**src/rtl/regfile_writeback.sv**
```systemverilog
// Write-back controller for the 32x32 register file: arbitrates ALU and load
// results onto the single write port, queues colliding loads, tracks busy regs.
module regfile_writeback #(
    parameter int LDQ_DEPTH = 2
) (
    input  logic        clk,
    input  logic        rst,
    input  logic        issue_valid,
    input  logic [4:0]  issue_rd,
    input  logic [4:0]  rs1_addr,
    input  logic [4:0]  rs2_addr,
    output logic        stall,
    input  logic        alu_valid,
    input  logic [4:0]  alu_rd,
    input  logic [31:0] alu_data,
    input  logic        ld_valid,
    output logic        ld_ready,
    input  logic [4:0]  ld_rd,
    input  logic [31:0] ld_data,
    output logic [4:0]  Rd_addr,
    output logic [31:0] Write_Rd_data,
    output logic        writeControl,
    output logic [31:0] busy
);

    logic [4:0]  q_rd_r   [0:LDQ_DEPTH-1];
    logic [31:0] q_data_r [0:LDQ_DEPTH-1];
    logic        q_head_r;
    logic        q_tail_r;
    logic [1:0]  q_count_r;

    logic        ld_take_s;
    logic        alu_win_s;
    logic        push_s;
    logic        pop_s;
    logic        wr_en_s;
    logic [4:0]  wr_rd_s;
    logic [31:0] wr_data_s;
    logic        issue_set_s;
    logic [31:0] busy_nxt_s;

    // x0 is never tracked, so a lookup of register 0 can never hazard
    function automatic logic busy_hit(input logic [31:0] vec, input logic [4:0] addr);
        busy_hit = (addr != 5'd0) ? vec[addr] : 1'b0;
    endfunction

    assign ld_ready  = (q_count_r < 2'(LDQ_DEPTH));
    assign stall     = busy_hit(busy, rs1_addr) | busy_hit(busy, rs2_addr) |
                       busy_hit(busy, issue_rd);
    assign ld_take_s = ld_valid & ld_ready & (ld_rd != 5'd0);
    assign alu_win_s = alu_valid & (alu_rd != 5'd0);
    assign issue_set_s = issue_valid & ~stall & (issue_rd != 5'd0);

    // Write-port arbitration: ALU, then queued load, then a bypassing load
    always_comb begin
        wr_en_s   = 1'b0;
        wr_rd_s   = 5'd0;
        wr_data_s = 32'd0;
        push_s    = 1'b0;
        pop_s     = 1'b0;
        if (alu_win_s) begin
            wr_en_s   = 1'b1;
            wr_rd_s   = alu_rd;
            wr_data_s = alu_data;
            push_s    = ld_take_s;
        end else if (q_count_r != 2'd0) begin
            wr_en_s   = 1'b1;
            wr_rd_s   = q_rd_r[q_head_r];
            wr_data_s = q_data_r[q_head_r];
            pop_s     = 1'b1;
            push_s    = ld_take_s;
        end else if (ld_take_s) begin
            wr_en_s   = 1'b1;
            wr_rd_s   = ld_rd;
            wr_data_s = ld_data;
        end else begin
            wr_en_s   = 1'b0;
        end
    end

    // Scoreboard next state: the retiring write clears first, a new issue sets after
    always_comb begin
        busy_nxt_s = busy;
        if (writeControl) begin
            busy_nxt_s[Rd_addr] = 1'b0;
        end else begin
            busy_nxt_s = busy;
        end
        if (issue_set_s) begin
            busy_nxt_s[issue_rd] = 1'b1;
        end else begin
            busy_nxt_s[0] = 1'b0;
        end
        busy_nxt_s[0] = 1'b0;
    end

    // Write-port and scoreboard registers
    always_ff @(posedge clk or negedge rst) begin
        if (!rst) begin
            writeControl  <= 1'b0;
            Rd_addr       <= 5'd0;
            Write_Rd_data <= 32'd0;
            busy          <= 32'd0;
        end else begin
            writeControl <= wr_en_s;
            busy         <= busy_nxt_s;
            if (wr_en_s) begin
                Rd_addr       <= wr_rd_s;
                Write_Rd_data <= wr_data_s;
            end
        end
    end

    // Load-return FIFO: circular buffer with independent push and pop
    always_ff @(posedge clk or negedge rst) begin
        if (!rst) begin
            q_head_r  <= 1'b0;
            q_tail_r  <= 1'b0;
            q_count_r <= 2'd0;
            for (int i = 0; i < LDQ_DEPTH; i++) begin
                q_rd_r[i]   <= 5'd0;
                q_data_r[i] <= 32'd0;
            end
        end else begin
            if (push_s) begin
                q_rd_r[q_tail_r]   <= ld_rd;
                q_data_r[q_tail_r] <= ld_data;
                q_tail_r           <= ~q_tail_r;
            end
            if (pop_s) begin
                q_head_r <= ~q_head_r;
            end
            case ({push_s, pop_s})
                2'b10:   q_count_r <= q_count_r + 2'd1;
                2'b01:   q_count_r <= q_count_r - 2'd1;
                default: q_count_r <= q_count_r;
            endcase
        end
    end

endmodule

```
**config.mk**
```make
export PLATFORM = sky130hd
export DESIGN_NAME = regfile_writeback
export DESIGN_NICKNAME = d
export VERILOG_FILES = /design/src/rtl/regfile_writeback.sv
export SDC_FILE = /design/constraint.sdc
export NUM_CORES = 1
export LEC_CHECK = 0
export ABC_AREA = 0
export BUFFER_PORTS_ARGS = -buffer_cell sky130_fd_sc_hd__buf_4
export CELL_PAD_IN_SITES_DETAIL_PLACEMENT = 0
export CELL_PAD_IN_SITES_GLOBAL_PLACEMENT = 2
export CORE_MARGIN = 2
export CORE_UTILIZATION = 35
export CTS_CLUSTER_DIAMETER = 80
export DETAILED_ROUTE_END_ITERATION = 10
export PLACE_DENSITY = 0.88
export SYNTH_ARGS = -nofsm -noshare
export SYNTH_HDL_FRONTEND = slang
export SYNTH_SLANG_ARGS = --single-unit
export TNS_END_PERCENT = 20
```
**constraint.sdc**
```tcl
create_clock -name clk -period 3.4 [get_ports clk]
set_input_delay 0.68 -clock clk [delete_from_list [all_inputs] [get_ports clk]]
set_output_delay 0.68 -clock clk [all_outputs]
set_load 0.01 [all_outputs]
```
# Word level (Yosys, flattened, before mapping)
# Index checks and enable logic that the tools add are counted.
dict set report op_classes {
  n_addsub 2
  n_mux 41
  eq_ne 2
  magnitude_cmp 10
  n_bitwise 15
  n_reduce_logical 10
}
# operator n
set ops {}
lappend ops {{2-to-1 mux 32 bit} 8}
lappend ops {{bitwise mux 64 bit} 1}
lappend ops {{2-to-1 mux 5 bit} 7}
lappend ops {{bitwise AND 32 bit} 1}
lappend ops {{demux 32 bit (select 1 bit)} 1}
lappend ops {{NOT 32 bit} 1}
lappend ops {{bitwise OR 32 bit} 1}
lappend ops {{2-to-1 mux 31 bit} 1}
lappend ops {{nonzero test 5 bit} 5}
lappend ops {{less-than comparator 5 x 6 -> 1 bit, second input constant} 4}
lappend ops {{binary-select mux 1 bit (select 5 bit)} 3}
lappend ops {{2-to-1 mux 1 bit} 15}
lappend ops {{bitwise mux 10 bit} 1}
lappend ops {{demux 1 bit (select 5 bit)} 2}
lappend ops {{>= comparator 5 x 1 -> 1 bit, second input constant} 2}
lappend ops {{bitwise AND 1 bit} 5}
lappend ops {{demux 5 bit (select 1 bit)} 1}
lappend ops {{>= comparator 2 bit, second input constant} 2}
lappend ops {{NOT 1 -> 2 bit} 2}
lappend ops {{one-hot mux 2 bit (2 select lines)} 1}
lappend ops {{nonzero test 2 bit} 2}
lappend ops {{logical AND 1 bit} 3}
lappend ops {{NOT 1 bit} 3}
lappend ops {{adder 2 x 1 -> 2 bit, second input constant} 1}
lappend ops {{6 further kinds} 7}
dict set report word_totals {
  out_inout_bits 72
  ff_bits 147
  elab_cells 91
  in_bits 94
}

# Longest topological paths before layout
dict set report depth {
  depth_word 9
  ltp_mapped 10
  mapped_depth_nobuf 9
}

# Worst setup path before layout
# OpenSTA, ideal clock, no wires.
dict set report synth_path {
  path_kind {input-to-output}
  startpoint {in issue_rd[1]}
  endpoint {out stall}
  t_arrival_ps 2167
  path_slack_ps 553
  path_buffers 3
  cell_stages 8
  required_time_ps 2720
  path_cell_list {buf_2 buf_2 mux2_2 nand3_1 o21ai_0 nor4_1 nand4_1 buf_4}
}
dict set report synth_via {
  elab_chain_len 4
  elab_cells_between_ends 5
  classes_between {3 x mux; 1 x bitwise; 1 x reduce/logical}
}
# item line
set synth_rtl {}
lappend synth_rtl {{start: declaration} 9} ;# input logic [4:0] issue_rd,
lappend synth_rtl {{binary-select mux 1 bit (select 5 bit)} 44} ;# busy_hit = (addr != 5'd0) ? vec[addr] : 1'b0;
lappend synth_rtl {{2-to-1 mux 1 bit (implied by the code)} 44}
lappend synth_rtl {{2-to-1 mux 1 bit *} 44}
lappend synth_rtl {{bitwise OR 1 bit *} 48} ;# assign stall = busy_hit(busy, rs1_addr) | busy_hit(busy, rs2_addr) |
lappend synth_rtl {{end: declaration} 12} ;# output logic stall,
# Every way passes the cells marked *; elsewhere a longest branch is shown, timed or not. The select of a mux whose other input is x is not followed.

# Worst setup path in the final report
dict set report layout_path {
  startpoint {in rs1_addr[0]}
  endpoint {out stall}
}
dict set report layout_via {
  elab_chain_len 5
  elab_cells_between_ends 6
  classes_between {3 x mux; 2 x bitwise; 1 x reduce/logical}
}
# item line
set layout_rtl {}
lappend layout_rtl {{start: declaration} 10} ;# input logic [4:0] rs1_addr,
lappend layout_rtl {{binary-select mux 1 bit (select 5 bit)} 44}
lappend layout_rtl {{2-to-1 mux 1 bit (implied by the code)} 44}
lappend layout_rtl {{2-to-1 mux 1 bit *} 44}
lappend layout_rtl {{bitwise OR 1 bit * (2 in a row)} 48}
# Marks and branches as above.

==> run summary <==
The worst setup path is of the input port to primary output kind. The worst register-to-register path begins at q_count_r[0]. The area overhead of the layout relative to synthesis came out at 25.7%. The synthesized area per cell is 10.7 sq um. The remaining number of nets flagged by the antenna check after routing is 0. The static leakage power is 0.00436 uW. The die outline area came out at 0.0235 sq mm. The global router's overall resource usage is 18.7%. The endpoint of the most critical register-to-register path is Write_Rd_data[23]. On the critical path, the stage with the largest delay is an instance of mux4_2. The x dimension of the die came out at 153 microns.

The buffer and inverter count on the worst path is 2. In this run the number of H-tree levels came out at 4. The number of buffers added by the clock tree synthesis step came out at 17. Across all layers, the routed design uses 6,207 vias. Summed over all layers, the routed wires come to 22.1 mm. The antenna diode count is 0. Once detailed placement completed, the half-perimeter wirelength came to 15.2 mm. The number of remaining DRC errors is 0. The cell count after synthesis is 731.

The share of the synthesized area in the top cell type came out at 47.1%. The CTS tree is done. The shortest period the worst path allows came out at 2.98 ns. The hold violation total from the final report is 0. The library cell used most frequently in the layout, excluding fill and tap cells, is buf_4. The standard cell core area came out at 0.0218 sq mm.

The number of buffers added to fix hold violations after cts is 0. The setup TNS came out at 0 ns. The total congestion overflow came out at 0.

The setup slack of the critical path after layout is 0.419 ns. The clock latency reported for the late side of the worst-skew pair is 0.43 ns. The violation count after the first detailed-routing iteration is 325. The number of library cell types mapped by synthesis came out at 50.

The maximum vdd ir drop came out at 0.401 mV. The cell area that synthesis handed to floorplanning was 0.00780 sq mm. The delay of the slowest cell on the worst path came out at 0.52 ns. The highest fanout seen on the critical path is 11. The wire length of the first global-routing pass is 35.2 mm.

The cell area power density is 901 mW/mm^2. The via count of the first global-routing pass came out at 6,309. The synthesized net count came out at 826. The max-slew headroom at the worst pin is 30.2%. The async set or reset register ratio after synthesis is 100%.

The setup-violating endpoint count in the final report is 0. The count of maximum capacitance violations is 0. The maximum clock skew at final layout is 0.0141 ns.

The clock-pin slew reported for the worst setup and hold paths after clock tree synthesis came out at 0.07 ns. The number of antenna violations at the first check in global routing is 0. The largest total area in the synthesized netlist belongs to dfrtp_1. The number of max-slew violations in the final report is 0. Setup repair after global routing left no endpoint under its margin. The total iterations of the first detailed-routing run came out at 4.

Walking the worst path, the cells encountered are buf_4 > mux4_2 > nand2b_1 > o2111ai_1 > and4_1 > nand4_1 > buf_4. The top flip-flop cell by instance count after synthesis is dfrtp_1. The final critical path takes up 87.7% of the cycle. The worst-case register-to-register setup slack came out at 1.05 ns. The die is 153 microns tall. No sink is reached through more buffers than the 2 on the longest clock path. In this run the worst hold path is classified as input port to async pin.

Leaving out fill and tap cells, the most frequent cells in the layout are buf_4 (176), dfrtp_1 (146), nor2_1 (77). Yosys attributes the largest share of cell area to dfrtp_1 (47%), mux2_2 (7.9%), mux2i_1 (6.5%). The last weighted congestion value of the routability-driven placer came out at 0.862. The final-stage net count is 968. The run finished with clean final reports. The I/O pin count is 166. The wire length per cell is 19.0 microns. The effective utilization at floorplan is 35.8%. In this run the tool buffered the top-level ports with 164 buffer cells. The floorplan has 54 rows. The share of layout cells above drive strength 1 is 35.3%. STA classifies the critical path endpoint as a primary output. The data required time at the worst endpoint came out at 2.72 ns. Buffers added to address setup during post-CTS repair amount to 0. The yosys synthesis warning count came out at 0. The arrival time of data at the critical path endpoint is 2.30 ns.

The type of element launching the critical path is an input port. The worst reg2reg path depth came out at 6. The tree is rooted in a clkbuf_16.

The count of flip-flops with a built-in enable after synthesis came out at 0. Synthesis inferred 147 register bits. By instance count, the cell type seen most on the critical path is buf_4. The pin count of the biggest net entering global routing came out at 74. CTS saw 147 sinks. Dividing the detail-routed via count by the number of cells gives 5.32. The count of instances resized after the clock tree is built came out at 0. At the pin with the least slew margin, the transition time is 1.05 ns. Timing analysis after detailed placement gives a worst setup slack of 0.422 ns. The highest clock rate came out at 0.335 GHz. The sequential share of the synthesized area is 47.1%. The gate family responsible for the most delay along the worst path is simple AND/OR/NAND/NOR gates.
-- state kept, by name, summed over array words and instances, names as in the netlist --
| name | flops |
|---|---|
| Rd_addr | 5 |
| Write_Rd_data | 32 |
| busy | 31 |
| q_count_r | 2 |
| q_data_r | 64 |
| q_head_r | 1 |
| q_rd_r | 10 |
| q_tail_r | 1 |
| writeControl | 1 |
-- area by class of cell --
type	instances	area [sq um]
clock buffer	18	439
clock inverter	14	143
fill	2123	12000
inverter	6	22.5
multi-input combinational	523	3820
sequential	147	3680
tap	280	350
timing repair buffer	178	1350
-- where the power goes --
part	internal (uW)	switching (uW)	leakage (uW)
sequential	2610	845	0.00177
clock	1050	804	0.000282
combinational	1930	1600	0.00231
total	5590	3250	0.00436
-- logic make-up (layout without fill, tap and decap cells) --
| family | after synthesis | count (layout) | share of synthesized area (%) |
|---|---|---|---|
| AOI/OAI and AO/OA | 196 | 196 | 14.5 |
| xor gates and xnor gates | 5 | 5 | 0.561 |
| adders and majority gates | 1 | 1 | 0.160 |
| buffers and inverters | 61 | 216 | 3.91 |
| DFF | 147 | 147 | 47.1 |
| muxes | 146 | 146 | 23.1 |
| other | 1 | 1 | 0.0480 |
| and+or+nand+nor | 174 | 174 | 10.6 |
-- metal layers --
metal  share of wire [%]  track usage (%)  wire length, microns  vias to the layer above
met2                  47             30.7                 10500                      194
met5                   0                0                     0                        -
met4                 1.4             5.16                   308                        0
met1                  44             24.6                  9800                     3057
met3                 6.9             4.93                  1520                       22
li1                    -                -                     -                     2934
-- metrics by stage --
step           total power, uW  hold slack (ns)  cells  instance area (sq um)  util, %
2_1_floorplan             5560            0.384    731                   7800        -
3_3_place_gp              6970            0.486   1134                   9230     42.3
3_5_place_dp              7040            0.492   1134                   9230     42.3
4_1_cts                   8930            0.262   1166                   9810     45.0
5_1_grt                   9420            0.278   1166                   9810     45.0
6_report                  8840            0.233   1166                   9810     45.0
-- worst max path at each step --
| stage | startpoint | to | slack (ns) | cells past startpoint |
|---|---|---|---|---|
| after floorplan | issue_rd[1] | stall | 0.55 | 8 |
| after detailed placement | alu_rd[3] | Write_Rd_data[15] | 0.42 | 9 |
| after global placement | rs1_addr[0] | stall | 0.44 | 7 |
| after CTS | busy[31] | stall | 0.40 | 6 |
| after global routing | issue_rd[1] | stall | 0.35 | 7 |
| final | rs1_addr[0] | stall | 0.42 | 7 |
-- cell usage after synthesis, drive strengths merged, types with 2 or more instances --
master   number
nand4         2
xnor2         4
nand3        10
nor3          4
o211ai        3
mux2         85
o21ai        66
buf          25
dfrtp       147
a22oi         3
nor2         79
nor2b         8
inv           6
o2111ai       3
a221oi        2
nand2b        6
nand2        36
mux4         10
mux2i        51
and3b         2
nand3b        9
nor4          2
nor3b         4
or3           2
a21oi        76
and3          4
a211oi       37
clkbuf       30
or4           3
Note: power is estimated with default switching activity, not from simulation.
